===== config.mk =====
export PLATFORM = sky130hd
export DESIGN_NAME = exe_muldiv_ctrl_flat
export DESIGN_NICKNAME = d
export VERILOG_FILES = /design/src/rtl/exe_muldiv_ctrl_if.sv /design/src/rtl/exe_muldiv_ctrl.sv /design/src/flat_wrapper.sv
export SDC_FILE = /design/constraint.sdc
export NUM_CORES = 1
export LEC_CHECK = 0
export BUFFER_PORTS_ARGS = -buffer_cell sky130_fd_sc_hd__buf_4
export CAP_MARGIN = 30
export CORE_ASPECT_RATIO = 0.6
export CORE_MARGIN = 10
export CORE_UTILIZATION = 30
export DETAILED_ROUTE_END_ITERATION = 7
export SETUP_SLACK_MARGIN = 0.15
export SLEW_MARGIN = 20
export SYNTH_ARGS = -nofsm -noshare
export SYNTH_HDL_FRONTEND = slang
export SYNTH_SLANG_ARGS = --single-unit

===== constraint.sdc =====
create_clock -name clk -period 1.53 [get_ports clk]
set_input_delay 0.306 -clock clk [delete_from_list [all_inputs] [get_ports clk]]
set_output_delay 0.306 -clock clk [all_outputs]
set_load 0.05 [all_outputs]

===== src/rtl/exe_muldiv_ctrl_if.sv =====
// Pipeline-side and unit-side signals of the EXE-stage mul/div sequencer.
// The controller uses the slave modport. The surrounding pipeline and the
// multiplier/divider use the master modport.
interface exe_muldiv_ctrl_if;
    logic        EXE_valid;
    logic        md_mul;
    logic        md_div;
    logic        md_signed;
    logic [31:0] md_op1;
    logic [31:0] md_op2;
    logic        MEM_allow_in;
    logic        cancel;
    logic        mult_begin;
    logic        mult_end;
    logic [63:0] product;
    logic        div_begin;
    logic        div_signed;
    logic        div_end;
    logic [31:0] quotient;
    logic [31:0] remainder;
    logic        EXE_over;
    logic [31:0] hi_result;
    logic [31:0] lo_result;
    logic        hi_lo_write;
    logic        md_busy;
    logic        md_timeout;

    modport master (
        output EXE_valid, md_mul, md_div, md_signed, md_op1, md_op2,
               MEM_allow_in, cancel, mult_end, product, div_end,
               quotient, remainder,
        input  mult_begin, div_begin, div_signed, EXE_over, hi_result,
               lo_result, hi_lo_write, md_busy, md_timeout
    );

    modport slave (
        input  EXE_valid, md_mul, md_div, md_signed, md_op1, md_op2,
               MEM_allow_in, cancel, mult_end, product, div_end,
               quotient, remainder,
        output mult_begin, div_begin, div_signed, EXE_over, hi_result,
               lo_result, hi_lo_write, md_busy, md_timeout
    );
endinterface


===== src/rtl/exe_muldiv_ctrl.sv =====
// EXE-stage sequencer for the iterative multiplier and divider.
// It launches a unit and holds the request until the unit reports done.
// It captures {HI,LO}, stalls the pipeline until MEM accepts the result,
// and handles flush, divide-by-zero and a watchdog.
//
//  state | meaning
//  IDLE  | no operation in flight
//  BUSY  | a unit is running; begin held from latched op type
//  DONE  | result held, waiting for MEM to accept
module exe_muldiv_ctrl #(
    parameter int unsigned TIMEOUT = 40
) (
    input logic              clk,
    input logic              reset,
    exe_muldiv_ctrl_if.slave bus
);

    typedef enum logic [1:0] {
        ST_IDLE = 2'd0,
        ST_BUSY = 2'd1,
        ST_DONE = 2'd2
    } state_t;

    // Last BUSY cycle before the watchdog fires (counter starts at 0).
    localparam logic [5:0] LP_WDOG_LAST = 6'(TIMEOUT - 1);

    state_t      r_state;
    state_t      w_next_state;
    logic        r_is_mul;
    logic        r_signed;
    logic [63:0] r_result;
    logic [5:0]  r_wdog;
    logic        r_timeout;

    logic        w_op;
    logic        w_div_zero;
    logic        w_latch;
    logic        w_load;
    logic [63:0] w_load_val;
    logic        w_wdog_expire;
    logic        w_mult_begin;
    logic        w_div_begin;
    logic        w_div_signed;

    assign w_op       = bus.md_mul | bus.md_div;
    assign w_div_zero = (bus.md_op2 == 32'd0);

    // Next-state, result-load and unit-request decode.
    always_comb begin
        w_next_state  = r_state;
        w_latch       = 1'b0;
        w_load        = 1'b0;
        w_load_val    = r_result;
        w_wdog_expire = 1'b0;
        w_mult_begin  = 1'b0;
        w_div_begin   = 1'b0;
        w_div_signed  = 1'b0;
        case (r_state)
            ST_IDLE: begin
                w_mult_begin = bus.EXE_valid & bus.md_mul & ~bus.cancel;
                w_div_begin  = bus.EXE_valid & bus.md_div & ~bus.cancel & ~w_div_zero;
                w_div_signed = w_div_begin & bus.md_signed;
                if (bus.EXE_valid & bus.md_div & w_div_zero & ~bus.cancel) begin
                    // Zero divisor: the divider is never started.
                    w_next_state = ST_DONE;
                    w_load       = 1'b1;
                    w_load_val   = {bus.md_op1, 32'hFFFF_FFFF};
                end else if (bus.EXE_valid & w_op & ~bus.cancel) begin
                    w_next_state = ST_BUSY;
                    w_latch      = 1'b1;
                end
            end
            ST_BUSY: begin
                w_mult_begin = r_is_mul & ~bus.cancel;
                w_div_begin  = ~r_is_mul & ~bus.cancel;
                w_div_signed = w_div_begin & r_signed;
                if (bus.cancel) begin
                    w_next_state = ST_IDLE;
                end else if (r_is_mul & bus.mult_end) begin
                    w_next_state = ST_DONE;
                    w_load       = 1'b1;
                    w_load_val   = bus.product;
                end else if (~r_is_mul & bus.div_end) begin
                    w_next_state = ST_DONE;
                    w_load       = 1'b1;
                    w_load_val   = {bus.remainder, bus.quotient};
                end else if (r_wdog == LP_WDOG_LAST) begin
                    w_next_state  = ST_IDLE;
                    w_wdog_expire = 1'b1;
                end
            end
            ST_DONE: begin
                if (bus.cancel | bus.MEM_allow_in) begin
                    w_next_state = ST_IDLE;
                end
            end
            default: w_next_state = ST_IDLE;
        endcase
    end

    // State register.
    always_ff @(posedge clk) begin
        if (reset) begin
            r_state <= ST_IDLE;
        end else begin
            r_state <= w_next_state;
        end
    end

    // Latched op type, result register, watchdog counter and sticky flag.
    always_ff @(posedge clk) begin
        if (reset) begin
            r_is_mul  <= 1'b0;
            r_signed  <= 1'b0;
            r_result  <= 64'd0;
            r_wdog    <= 6'd0;
            r_timeout <= 1'b0;
        end else begin
            if (w_latch) begin
                r_is_mul <= bus.md_mul;
                r_signed <= bus.md_signed;
            end
            if (w_load) begin
                r_result <= w_load_val;
            end
            if (w_latch) begin
                r_wdog <= 6'd0;
            end else if (r_state == ST_BUSY) begin
                r_wdog <= r_wdog + 6'd1;
            end
            if (w_wdog_expire) begin
                r_timeout <= 1'b1;
            end
        end
    end

    assign bus.mult_begin  = w_mult_begin;
    assign bus.div_begin   = w_div_begin;
    assign bus.div_signed  = w_div_signed;
    assign bus.EXE_over    = bus.EXE_valid & ~bus.cancel & (~w_op | (r_state == ST_DONE));
    assign bus.hi_result   = r_result[63:32];
    assign bus.lo_result   = r_result[31:0];
    assign bus.hi_lo_write = (r_state == ST_DONE);
    assign bus.md_busy     = (r_state == ST_BUSY);
    assign bus.md_timeout  = r_timeout;

endmodule


===== src/flat_wrapper.sv =====
// flat-port wrapper written by rule: the top's interface ports become plain ports
module exe_muldiv_ctrl_flat 
#(
    parameter int unsigned TIMEOUT = 40
)
  (clk, reset, bus_EXE_valid, bus_md_mul, bus_md_div, bus_md_signed, bus_md_op1, bus_md_op2, bus_MEM_allow_in, bus_cancel, bus_mult_end, bus_product, bus_div_end, bus_quotient, bus_remainder, bus_mult_begin, bus_div_begin, bus_div_signed, bus_EXE_over, bus_hi_result, bus_lo_result, bus_hi_lo_write, bus_md_busy, bus_md_timeout);
  exe_muldiv_ctrl_if bus_i ();
  input logic clk;
  input logic reset;
  input wire logic [$bits(bus_i.EXE_valid)-1:0] bus_EXE_valid;
  input wire logic [$bits(bus_i.md_mul)-1:0] bus_md_mul;
  input wire logic [$bits(bus_i.md_div)-1:0] bus_md_div;
  input wire logic [$bits(bus_i.md_signed)-1:0] bus_md_signed;
  input wire logic [$bits(bus_i.md_op1)-1:0] bus_md_op1;
  input wire logic [$bits(bus_i.md_op2)-1:0] bus_md_op2;
  input wire logic [$bits(bus_i.MEM_allow_in)-1:0] bus_MEM_allow_in;
  input wire logic [$bits(bus_i.cancel)-1:0] bus_cancel;
  input wire logic [$bits(bus_i.mult_end)-1:0] bus_mult_end;
  input wire logic [$bits(bus_i.product)-1:0] bus_product;
  input wire logic [$bits(bus_i.div_end)-1:0] bus_div_end;
  input wire logic [$bits(bus_i.quotient)-1:0] bus_quotient;
  input wire logic [$bits(bus_i.remainder)-1:0] bus_remainder;
  output wire logic [$bits(bus_i.mult_begin)-1:0] bus_mult_begin;
  output wire logic [$bits(bus_i.div_begin)-1:0] bus_div_begin;
  output wire logic [$bits(bus_i.div_signed)-1:0] bus_div_signed;
  output wire logic [$bits(bus_i.EXE_over)-1:0] bus_EXE_over;
  output wire logic [$bits(bus_i.hi_result)-1:0] bus_hi_result;
  output wire logic [$bits(bus_i.lo_result)-1:0] bus_lo_result;
  output wire logic [$bits(bus_i.hi_lo_write)-1:0] bus_hi_lo_write;
  output wire logic [$bits(bus_i.md_busy)-1:0] bus_md_busy;
  output wire logic [$bits(bus_i.md_timeout)-1:0] bus_md_timeout;
  assign bus_i.EXE_valid = bus_EXE_valid;
  assign bus_i.md_mul = bus_md_mul;
  assign bus_i.md_div = bus_md_div;
  assign bus_i.md_signed = bus_md_signed;
  assign bus_i.md_op1 = bus_md_op1;
  assign bus_i.md_op2 = bus_md_op2;
  assign bus_i.MEM_allow_in = bus_MEM_allow_in;
  assign bus_i.cancel = bus_cancel;
  assign bus_i.mult_end = bus_mult_end;
  assign bus_i.product = bus_product;
  assign bus_i.div_end = bus_div_end;
  assign bus_i.quotient = bus_quotient;
  assign bus_i.remainder = bus_remainder;
  assign bus_mult_begin = bus_i.mult_begin;
  assign bus_div_begin = bus_i.div_begin;
  assign bus_div_signed = bus_i.div_signed;
  assign bus_EXE_over = bus_i.EXE_over;
  assign bus_hi_result = bus_i.hi_result;
  assign bus_lo_result = bus_i.lo_result;
  assign bus_hi_lo_write = bus_i.hi_lo_write;
  assign bus_md_busy = bus_i.md_busy;
  assign bus_md_timeout = bus_i.md_timeout;
  exe_muldiv_ctrl #(.TIMEOUT(TIMEOUT)) u_core (.clk(clk), .reset(reset), .bus(bus_i));
endmodule

# ---- Word-level counts from Yosys, hierarchy flattened
# Cells that the tools add are included.
dict set report word_totals {
  elab_cells 75
  ff_bits 75
  out_inout_bits 71
}
dict set report op_classes {
  n_mux 29
  bitwise_logic 24
  add_sub_neg 1
  n_eq_ne 9
  reduce_logical 6
}
# cell n
set ops {}
lappend ops {{two-way mux 64 bit} 4}
lappend ops {{case mux 64 bit (2 select lines)} 1}
lappend ops {{zero test 32 bit} 1}
lappend ops {{AND 1 bit} 17}
lappend ops {{two-way mux 2 bit} 7}
lappend ops {{two-way mux 1 bit} 12}
lappend ops {{case mux 1 bit (2 select lines)} 4}
lappend ops {{adder 6 x 1 -> 6 bit (second input constant)} 1}
lappend ops {{== test 6 bit (second input constant)} 1}
lappend ops {{inequality test 3 x 1 -> 1 bit (second input constant)} 2}
lappend ops {{case mux 2 bit (3 select lines)} 1}
lappend ops {{inequality test 5 x 2 -> 1 bit (second input constant)} 1}
lappend ops {{AND reduction 5 bit} 1}
lappend ops {{inequality test 2 x 1 -> 1 bit (second input constant)} 2}
lappend ops {{inverter 1 bit} 4}
lappend ops {{OR 1 bit} 3}
lappend ops {{AND reduction 3 bit} 1}
lappend ops {{== test 2 x 1 -> 1 bit (second input constant)} 1}
lappend ops {{== test 2 bit (second input constant)} 1}
lappend ops {{zero test 2 bit} 1}
lappend ops {{inequality test 2 bit (second input constant)} 1}
lappend ops {{nonzero test 2 bit} 1}
lappend ops {{OR reduction 2 bit} 1}

# ---- Logic depth before layout (Yosys ltp)
# Gate-level depths: netlist (run 1).
dict set report logic_depth {
  word_depth 7
  mapped_depth 7
  mapped_depth_nobuf 5
}

# ---- Least setup slack after synthesis (run 1)
# OpenSTA, ideal clock, no wires.
dict set report synth_timing {
  path_type {flip-flop to output port}
  start {register u_core.r_is_mul}
  end {output port bus_mult_begin}
  arrival_time_ns 1.929
  t_required_ns 1.224
  path_buffers 2
  path_slack_ns -0.705
  path_stages_with_launch 5
  cell_sequence {dfxtp_1 buf_2 buf_1 a21oi_1 nor3_1}
}
dict set report synth_via {
  elab_chain_cells 2
}
# item line_no
set synth_rtl {}
lappend synth_rtl {{from (decl)} exe_muldiv_ctrl.sv:29} ;# logic r_is_mul;
lappend synth_rtl {{from (signal assigned)} exe_muldiv_ctrl.sv:120} ;# r_is_mul <= bus.md_mul;
lappend synth_rtl {{AND 1 bit} exe_muldiv_ctrl.sv:74} ;# w_mult_begin = r_is_mul & ~bus.cancel;
lappend synth_rtl {{case mux 1 bit (2 select lines)} exe_muldiv_ctrl.sv:58} ;# case (r_state)
lappend synth_rtl {{to (decl)} flat_wrapper.sv:23} ;# output wire logic [$bits(bus_i.mult_begin)-1:0] bus_mult_begin;
# No other way between the ends.

# ---- Worst setup path after layout (run 1)
dict set report layout_timing {
  start {input port bus_md_op2[15]}
  end {output port bus_div_signed}
}
dict set report layout_via {
  elab_chain_cells 5
}
# item line_no
set layout_rtl {}
lappend layout_rtl {{from (decl)} flat_wrapper.sv:15} ;# input wire logic [$bits(bus_i.md_op2)-1:0] bus_md_op2;
lappend layout_rtl {{zero test 32 bit} exe_muldiv_ctrl.sv:46} ;# assign w_div_zero = (bus.md_op2 == 32'd0);
lappend layout_rtl {{inverter 1 bit} exe_muldiv_ctrl.sv:61} ;# w_div_begin = bus.EXE_valid & bus.md_div & ~bus.cancel & ~w_div_zero;
lappend layout_rtl {{AND 1 bit} exe_muldiv_ctrl.sv:61}
lappend layout_rtl {{AND 1 bit} exe_muldiv_ctrl.sv:62} ;# w_div_signed = w_div_begin & bus.md_signed;
lappend layout_rtl {{case mux 1 bit (2 select lines)} exe_muldiv_ctrl.sv:58}
lappend layout_rtl {{to (decl)} flat_wrapper.sv:25} ;# output wire logic [$bits(bus_i.div_signed)-1:0] bus_div_signed;
# No other way between the ends.

==> results.sh, run 1 <==
export IMPL_status="complete, but fails checks"
export IMPL_violations="setup timing"
export IMPL_dieWidth_microns=177
export IMPL_min_delay_path_depth=2
export IMPL_r2r_start="u_core.r_is_mul$_SDFFE_PP0P_"
export IMPL_fin_nets=1023
export IMPL_cts_tree="yes"
export IMPL_cp_max_fo=3
export IMPL_grtUsageTotal=0.198
export IMPL_p_leak_nw=4.06
export IMPL_core_region_area_sq_um=14500
export IMPL_slew_headroom=0.728
export IMPL_top_layer_used="met4"
export IMPL_io_pins=273
export IMPL_cp_arrival_ps=1430
export IMPL_cp_start_kind="input port"
export IMPL_path_class="input port to output port"
export IMPL_io_buffers=272
export IMPL_clock_sinks=75
export IMPL_power_per_cell_area_nw_per_um2=624
export IMPL_r2r_cells=8
export IMPL_min_delay_path_class="input port to flop"
export IMPL_n_antenna_cell=0
export IMPL_drive_gt1_frac=0.578
export IMPL_setup_ws_ps=-211
export IMPL_placed_area_sq_um=6950
export IMPL_antenna_found_initial=0
export IMPL_routed_wl_met3_microns=1800
export IMPL_crit_slowest_cell="o211ai_1"
export IMPL_grt_pass1_vias=5631
export IMPL_syn_avg_cell_area_sq_um=9.09
export IMPL_start_util=0.307
export IMPL_slowest_delay_ps=300
export IMPL_path_cells="buf_6, nor4_4, nand4_1, o211ai_1, a21oi_4, buf_6"
export IMPL_dpl_hpwl_microns=13800
export IMPL_setup_violations_final=66
export IMPL_ys_seq_area_frac=0.338
export IMPL_ys_ff_latch=75
export IMPL_grt_pass1_wl_microns=31900
export IMPL_synth_edf_count=0
export IMPL_worstMarginPinSlew_ps=407
export IMPL_via_per_inst=5.15
export IMPL_die_area_sq_um=20300
export IMPL_area_delta_synth_final_pct=95.8
export IMPL_cts_clk_slew_worst_paths_ps=60
export IMPL_rsz0062_at_grt="true"
export IMPL_ir_worst_vdd_mv=0.398
export IMPL_final_hold_violation_count=0
export IMPL_holdCritStartpoint="bus_md_signed"
export IMPL_drc_errors=0
export IMPL_drv_slew=0
export IMPL_synth_cells=489
export IMPL_fillers=1240
export IMPL_cts_hold_buffers=0
export IMPL_final_area_sq_um=8710
export IMPL_r2r_setup_slack_ps=-100
export IMPL_htree_num_levels=3
export IMPL_synth_area_sq_um=4450
export IMPL_async_flop_share=0
export IMPL_path_common_cell="buf_6"
export IMPL_cp_required_ps=1220
export IMPL_rows=34
export IMPL_min_period_ps=1740
export IMPL_min_to="u_core.r_signed$_SDFFE_PP0P_"
export IMPL_gp_congestion=0.792
export IMPL_yosysWarningCount=0
export IMPL_vias=5269
export IMPL_m1WireLength_microns=9530
export IMPL_maxCapViolations=0
export IMPL_clockBufferDepth=2
export IMPL_grt_max_degree=52
export IMPL_seqCellArea_sq_um=1510
export IMPL_fmax_mhz=574
export IMPL_postRouteAntennaNets=0
export IMPL_first_iter_violations=291
export IMPL_overflow=0
export IMPL_skew_ps=11.8
export IMPL_timing_hold_ws_ps=232
export IMPL_root_buffer="clkbuf_16"
export IMPL_clock_latency_ps=340
export IMPL_wl_per_cell_microns=21.0
export IMPL_min_period_over_period=1.14
export IMPL_numCtsBuffers=9
export IMPL_p_total_mw=5.44
export IMPL_multi_input_area_sq_um=3000
export IMPL_die_h_microns=114
export IMPL_ys_types=45
export IMPL_dr_wl_met2_microns=10100
export IMPL_synthFlopType="dfxtp_1"
export IMPL_firstDrtPassIters=5
export IMPL_synthesis_nets=692
export IMPL_regToRegEndpoint="u_core.r_result[59]$_SDFFE_PP0P_"
export IMPL_cp_end_kind="output port"
export IMPL_routed_wirelength_microns=21500
==> through the flow <==
step	std cells	worst slack, ps	utilization	setup TNS, ps
floorplan	489	14.6	-	0
global placement	942	-262	0.479	-8140
detailed placement	942	-290	0.479	-10130
CTS	1017	-211	0.585	-4830
global route	1023	-264	0.600	-8250
finish	1023	-211	0.600	-3850
==> critical path, delay by kind of cell <==
family	cells	cell delay, ps
buf+inv	2	260
simple gates	2	480
compound gates	2	390
==> power breakdown <==
group          switching, mW  leakage [nW]  total [mW]  internal, mW
clock network          0.867         0.130        2.01          1.14
logic                  0.641          3.32        1.42         0.779
registers             0.0243         0.608        2.01          1.99
==> repair_timing <==
item | in CTS | in global routing
cloned | 21 | 3
setup buffers | 38 | 3
endpoints found under the setup margin | 79 | 81
pin swaps | 59 | 32
resized for setup | 97 | 28
==> kinds of logic (layout without fill, tap and decap cells) <==
family	Yosys count	in the layout	share of synthesized area
AND/OR/NAND/NOR	208	209	0.228
AO/OA/AOI/OAI	85	85	0.215
flip-flops	75	75	0.338
multiplexers	65	65	0.146
buffers and inverters	50	385	0.0608
XOR/XNOR	5	5	0.00985
adder cells (fa/ha/maj)	1	1	0.00281
==> cells in the final DEF (no fill, tap or decap), drive strengths merged, types with 3 or more instances in the layout <==
cell type  instances
nand3             38
nand2             75
a211oi             5
a21oi              4
nand4              4
clkbuf            12
nor3               5
clkinvlp           3
a311o             32
a221oi            33
buf              361
nor4               8
nor2              69
clkinv             4
dfxtp             75
bufbuf             3
xor2               4
mux2i             65
==> cell type report <==
| class | instances | share of cell area |
|---|---|---|
| Timing Repair Buffer | 366 | 0.418 |
| Multi-Input combinational cell | 365 | 0.345 |
| Sequential cell | 75 | 0.173 |
| Tap cell | 198 | 0.0284 |
| Clock buffer | 10 | 0.0274 |
| Clock inverter | 6 | 0.00474 |
| Inverter | 3 | 0.00302 |
==> worst max-delay path by stage <==
stage / endpoint / depth (start not counted) / start / slack, ps
global route: bus_div_signed / 6 / bus_md_op2[29] / -260
finish: bus_div_signed / 6 / bus_md_op2[15] / -210
CTS: bus_div_signed / 6 / bus_md_op2[15] / -210
floorplan: bus_div_signed / 4 / bus_md_op2[2] / 10
detailed placement: bus_div_signed / 6 / bus_md_op2[10] / -290
global placement: bus_div_signed / 6 / bus_md_op2[2] / -260
==> sequential cells by signal (all words and copies together), names as in the netlist <==
signal,count
u_core.bus.md_timeout,1
u_core.r_is_mul,1
u_core.r_result,64
u_core.r_signed,1
u_core.r_state,2
u_core.r_wdog,6
==> synthesized netlist by cell type (2+ instances only) <==
cell      count  area [sq um]
buf_1         2          7.51
mux2i_1      65           651
a211oi_1      5          37.5
a311o_1      32           320
dfxtp_1      75          1500
xor2_1        4          35.0
nor3_1        3          15.0
and4_4        2          22.5
a221oi_2     30           450
buf_6         6          67.6
nor3_4        2          32.5
nand3_1      35           175
nand2_1      74           278
nand4_1       4          25.0
buf_4         4          30.0
nor4_2        8           100
a41o_1        2          20.0
buf_2        18          90.1
inv_1         2          7.51
a21oi_1       4          20.0
o21ai_0       2          10.0
nor2_1       68           255
o32ai_1       2          17.5
a221oi_1      3          26.3
clkbuf_1     17          63.8
==> layer usage <==
layer  track usage  up-vias
met4        0.0374        0
met2         0.319      193
met1         0.260     2575
met3        0.0583        9
li1              -     2492
met5             0        -
Power figures use the tool's default switching activity.
==> inputs of run 2 (changes only) <==
--- a/config.mk
+++ b/config.mk
@@ -11,6 +11,8 @@
 export CORE_MARGIN = 10
 export CORE_UTILIZATION = 30
 export DETAILED_ROUTE_END_ITERATION = 7
+export GPL_ROUTABILITY_DRIVEN = 0
+export PLACE_DENSITY = 0.65
 export SETUP_SLACK_MARGIN = 0.15
 export SLEW_MARGIN = 20
 export SYNTH_ARGS = -nofsm -noshare
==> results.sh, run 2 (same netlist as run 1, synthesis figures left out) <==
export IMPL_worstMarginPinSlew_ps=570
export IMPL_top_register="u_core.r_result"
export IMPL_status="complete, but fails checks"
export IMPL_power_per_cell_area_nw_per_um2=648
export IMPL_holdCritStartpoint="bus_md_signed"
export IMPL_htree_num_levels=3
export IMPL_firstDrtPassIters=5
export IMPL_fin_cells=1027
export IMPL_min_period_ps=1800
export IMPL_routed_wirelength_microns=21200
export IMPL_cp_end_kind="output port"
export IMPL_regToRegEndpoint="u_core.r_result[51]$_SDFFE_PP0P_"
export IMPL_reg_largest_list="u_core.r_result (64), u_core.r_wdog (6), u_core.r_state (2)"
export IMPL_p_total_mw=5.67
export IMPL_overflow=0
export IMPL_drive_gt1_frac=0.595
export IMPL_cts_tree="yes"
export IMPL_cp_arrival_ps=1490
export IMPL_postRouteAntennaNets=0
export IMPL_grtUsageTotal=0.196
export IMPL_cp_start_kind="input port"
export IMPL_final_hold_violation_count=0
export IMPL_worst_path_buf_inv=3
export IMPL_fin_nets=1027
export IMPL_antenna_found_initial=0
export IMPL_wl_per_cell_microns=20.6
export IMPL_timing_critical_path_from="bus_md_op2[31]"
export IMPL_root_buffer="clkbuf_16"
export IMPL_min_delay_path_class="input port to flop"
export IMPL_n_antenna_cell=0
export IMPL_grt_max_degree=33
export IMPL_cts_hold_buffers=0
export IMPL_cp_max_fo=3
export IMPL_via_per_inst=5.13
export IMPL_seqCellArea_sq_um=1510
export IMPL_clockBufferDepth=2
export IMPL_largest_reg_flops=64
export IMPL_rsz0062_at_grt="true"
export IMPL_dp_cells=949
export IMPL_crit_slowest_cell="nor4_4"
export IMPL_slew_headroom=0.620
export IMPL_timing_hold_ws_ps=233
export IMPL_grt_pass1_wl_microns=31800
export IMPL_cts_clk_slew_worst_paths_ps=60
export IMPL_final_area_sq_um=8750
export IMPL_setup_violations_final=79
export IMPL_placed_area_sq_um=6980
export IMPL_dieWidth_microns=177
export IMPL_area_delta_synth_final_pct=96.8
export IMPL_io_pins=273
export IMPL_ir_worst_vdd_mv=0.451
export IMPL_violations="setup timing"
export IMPL_die_area_sq_um=20300
export IMPL_min_to="u_core.r_signed$_SDFFE_PP0P_"
export IMPL_cp_required_ps=1220
export IMPL_maxCapViolations=0
export IMPL_dpl_hpwl_microns=13800
export IMPL_slowest_delay_ps=310
export IMPL_r2r_start="u_core.r_state[0]$_SDFFE_PP0P_"
export IMPL_rows=34
export IMPL_numCtsBuffers=9
export IMPL_min_delay_path_depth=2
export IMPL_final_cell_mix="buf_4, dfxtp_1, nand2_1, mux2i_1, nor2_1"
export IMPL_vias=5273
export IMPL_drc_errors=0
export IMPL_io_buffers=272
export IMPL_min_period_over_period=1.18
export IMPL_p_leak_nw=4.08
export IMPL_core_region_area_sq_um=14500
export IMPL_path_class="input port to output port"
export IMPL_skew_ps=7.18
export IMPL_drv_slew=0
export IMPL_clock_sinks=75
export IMPL_grt_pass1_vias=5611
export IMPL_start_util=0.307
export IMPL_r2r_cells=9
export IMPL_fillers=1199
export IMPL_r2r_setup_slack_ps=-200
export IMPL_clock_latency_ps=340
export IMPL_fmax_mhz=555
export IMPL_path_delay_family="simple AND/OR/NAND/NOR gates"
export IMPL_multi_input_area_sq_um=3070
export IMPL_layout_commonest_cell="buf_4"
export IMPL_setup_ws_ps=-270
export IMPL_die_h_microns=114
export IMPL_path_cells="buf_6, nor4_4, nand4_1, buf_4, o21ai_4, a21oi_4, buf_8"
export IMPL_first_iter_violations=367
## run 2: changes by cell type in the layout (fill, tap and decap cells not counted), moves of 4 or more
cell     change
buf_4        +9
mux2i_1      -4
nor2_1      -17
nor2_4      +11
buf_6        +4
nor2_2       +6
nand2_2      -8
nand2_1      +8
## run 2: how the worst max path moves through the flow
stage                      to  slack (ps)  depth (start not counted)
2_1_floorplan  bus_div_signed          10                          4
3_3_place_gp   bus_div_signed        -270                          6
3_5_place_dp   bus_div_signed        -340                          6
4_1_cts        bus_div_signed        -240                          6
5_1_grt        bus_div_signed        -320                          6
6_report        bus_div_begin        -270                          7
## run 2: repair_timing
| item | in CTS | in global routing |
|---|---|---|
| gates cloned | 17 | 1 |
| endpoints found under the setup margin | 81 | 81 |
| pin swaps | 47 | 27 |
| gates resized for setup | 119 | 23 |
| buffers inserted | 34 | 10 |
## run 2: where the power goes
part	internal [mW]	leakage [nW]	switching (mW)
logic	0.750	3.32	0.631
clock network	1.45	0.157	0.825
registers	1.99	0.608	0.0262
## run 2: stage by stage
stage / util / setup TNS (ps) / worst slack, ps
finish: 0.603 / -9840 / -270
global route: 0.603 / -15470 / -323
CTS: 0.588 / -7290 / -244
detailed placement: 0.481 / -11600 / -336
global placement: 0.481 / -8950 / -272
floorplan: - / 0 / 14.6
## run 2: routing by layer
metal / share of wire / global-route usage
met5: 0 / 0
met4: 0.011 / 0.0435
met3: 0.077 / 0.0527
met2: 0.47 / 0.315
met1: 0.45 / 0.257
## run 2: layout make-up
class | instances | area share
Sequential cell | 75 | 0.173
Tap cell | 198 | 0.0283
Inverter | 3 | 0.00243
Clock buffer | 13 | 0.0322
Timing Repair Buffer | 371 | 0.408
Multi-Input combinational cell | 364 | 0.351
Clock inverter | 3 | 0.00486
## run 2: worst reg2reg max path, stage by stage, from the launching register on
cell	delay (ps)
dfxtp_2	330
buf_6	130
buf_6	120
nor3_4	200
buf_6	130
a31oi_4	140
buf_12	180
buf_12	120
buf_16	140
mux2i_1	110
==> inputs of run 3 (changes only) <==
--- a/config.mk
+++ b/config.mk
@@ -10,6 +10,7 @@
 export CORE_ASPECT_RATIO = 0.6
 export CORE_MARGIN = 10
 export CORE_UTILIZATION = 30
+export CTS_BUF_LIST = sky130_fd_sc_hd__clkbuf_8
 export DETAILED_ROUTE_END_ITERATION = 7
 export GPL_ROUTABILITY_DRIVEN = 0
 export PLACE_DENSITY = 0.65
==> results.sh, run 3 (same netlist as run 1, synthesis figures left out) <==
export IMPL_reg_largest_list="u_core.r_result (64), u_core.r_wdog (6), u_core.r_state (2)"
export IMPL_cts_clk_slew_worst_paths_ps=90
export IMPL_first_iter_violations=301
export IMPL_crit_slowest_cell="dfxtp_2"
export IMPL_worstMarginPinSlew_ps=580
export IMPL_cp_arrival_ps=1510
export IMPL_vias=5223
export IMPL_timing_critical_path_from="u_core.r_state[0]$_SDFFE_PP0P_"
export IMPL_ir_worst_vdd_mv=0.341
export IMPL_start_util=0.307
export IMPL_cp_max_fo=5
export IMPL_htree_num_levels=3
export IMPL_maxCapViolations=0
export IMPL_timing_hold_ws_ps=205
export IMPL_postRouteAntennaNets=0
export IMPL_path_class="flop to output port"
export IMPL_power_per_cell_area_nw_per_um2=608
export IMPL_path_cells="buf_6, nor2_2, o211ai_1, a21oi_4, buf_6"
export IMPL_clockBufferDepth=2
export IMPL_fmax_mhz=549
export IMPL_r2r_cells=10
export IMPL_core_region_area_sq_um=14500
export IMPL_rows=34
export IMPL_cts_tree="yes"
export IMPL_cp_end_kind="output port"
export IMPL_via_per_inst=5.11
export IMPL_setup_tns_final_ps=-15230
export IMPL_dieWidth_microns=177
export IMPL_final_hold_violation_count=0
export IMPL_n_antenna_cell=0
export IMPL_routed_wirelength_microns=21100
export IMPL_drv_slew=0
export IMPL_drive_gt1_frac=0.596
export IMPL_slowest_delay_ps=340
export IMPL_cp_required_ps=1220
export IMPL_pre_cts_slack_ps=-336
export IMPL_min_period_ps=1820
export IMPL_min_period_over_period=1.19
export IMPL_grt_pass1_wl_microns=31500
export IMPL_min_delay_path_class="input port to flop"
export IMPL_overflow=0
export IMPL_rsz0062_at_grt="true"
export IMPL_grt_pass1_vias=5573
export IMPL_clock_sinks=75
export IMPL_path_common_cell="buf_6"
export IMPL_drc_errors=0
export IMPL_grtUsageTotal=0.193
export IMPL_wl_per_cell_microns=20.6
export IMPL_p_total_mw=5.18
export IMPL_status="complete, but fails checks"
export IMPL_largest_reg_flops=64
export IMPL_numCtsBuffers=9
export IMPL_regToRegEndpoint="u_core.r_result[31]$_SDFFE_PP0P_"
export IMPL_firstDrtPassIters=5
export IMPL_die_area_sq_um=20300
export IMPL_io_buffers=272
export IMPL_holdCritStartpoint="bus_md_signed"
export IMPL_fin_nets=1022
export IMPL_r2r_setup_slack_ps=-270
export IMPL_setup_violations_final=79
export IMPL_final_cell_mix="buf_4, dfxtp_1, nand2_1, mux2i_1, nor2_1"
export IMPL_r2r_start="u_core.r_is_mul$_SDFFE_PP0P_"
export IMPL_grt_max_degree=33
export IMPL_io_pins=273
export IMPL_antenna_found_initial=0
export IMPL_slew_headroom=0.614
export IMPL_endpoint="bus_div_signed"
export IMPL_layout_commonest_cell="buf_4"
export IMPL_p_leak_nw=3.97
export IMPL_top_register="u_core.r_result"
export IMPL_root_buffer="clkbuf_8"
export IMPL_area_delta_synth_final_pct=91.6
export IMPL_dpl_hpwl_microns=13800
export IMPL_cp_start_kind="flop"
export IMPL_die_h_microns=114
export IMPL_clock_latency_ps=360
export IMPL_violations="setup timing"
export IMPL_setup_ws_ps=-291
export IMPL_skew_ps=13.3
-- run 3: how the worst min path moves through the flow --
stage,endpoint,cells after the start
after floorplan,u_core.r_is_mul$_SDFFE_PP0P_,1
after global placement,u_core.r_result[40]$_SDFFE_PP0P_,2
after detailed placement,u_core.r_result[40]$_SDFFE_PP0P_,2
after CTS,u_core.r_signed$_SDFFE_PP0P_,2
after global routing,u_core.r_signed$_SDFFE_PP0P_,2
final,u_core.r_signed$_SDFFE_PP0P_,2
-- run 3: worst max-delay path: cells and delay by family (launching register included) --
family                 cells  cell delay [ps]
AOI/OAI and AO/OA          2              330
buffers and inverters      2              300
and+or+nand+nor            1              180
DFF                        1              340
-- run 3: timing repair --
item                                   in CTS  in global routing
buffers inserted                           31                  9
pin swaps                                  28                 30
endpoints found under the hold margin       0                  0
hold buffers                                0                  0
resized for setup                          92                 38
setup endpoints to repair                  81                 81
gates cloned                               15                  2
-- run 3: metrics by stage --
step	instance area, sq um	utilization	cells
finish	8520	0.587	1022
global route	8520	0.587	1022
CTS	8250	0.569	1011
detailed placement	6980	0.481	949
global placement	6980	0.481	949
floorplan	4600	-	489
-- run 3: area by class of cell --
cell class	instances	area (sq um)
Clock inverter	5	76.3
Sequential cell	75	1510
Tap cell	198	248
Timing Repair Buffer	366	3450
Fill cell	1238	5990
Inverter	3	21.3
Clock buffer	11	151
Multi-Input combinational cell	364	3060
-- run 3: power breakdown --
part	internal [mW]	switching, mW
Clock	1.00	0.790
Combinational	0.745	0.631
Sequential	1.98	0.0239
-- run 3: layer usage --
| metal | GRT usage | vias up | part of all wire | wire length (microns) |
|---|---|---|---|---|
| met4 | 0.0429 | 0 | 0.012 | 251 |
| li1 | - | 2488 | - | - |
| met3 | 0.0524 | 22 | 0.078 | 1640 |
| met2 | 0.314 | 207 | 0.47 | 9840 |
| met1 | 0.250 | 2506 | 0.44 | 9330 |
| met5 | 0 | - | 0 | 0 |
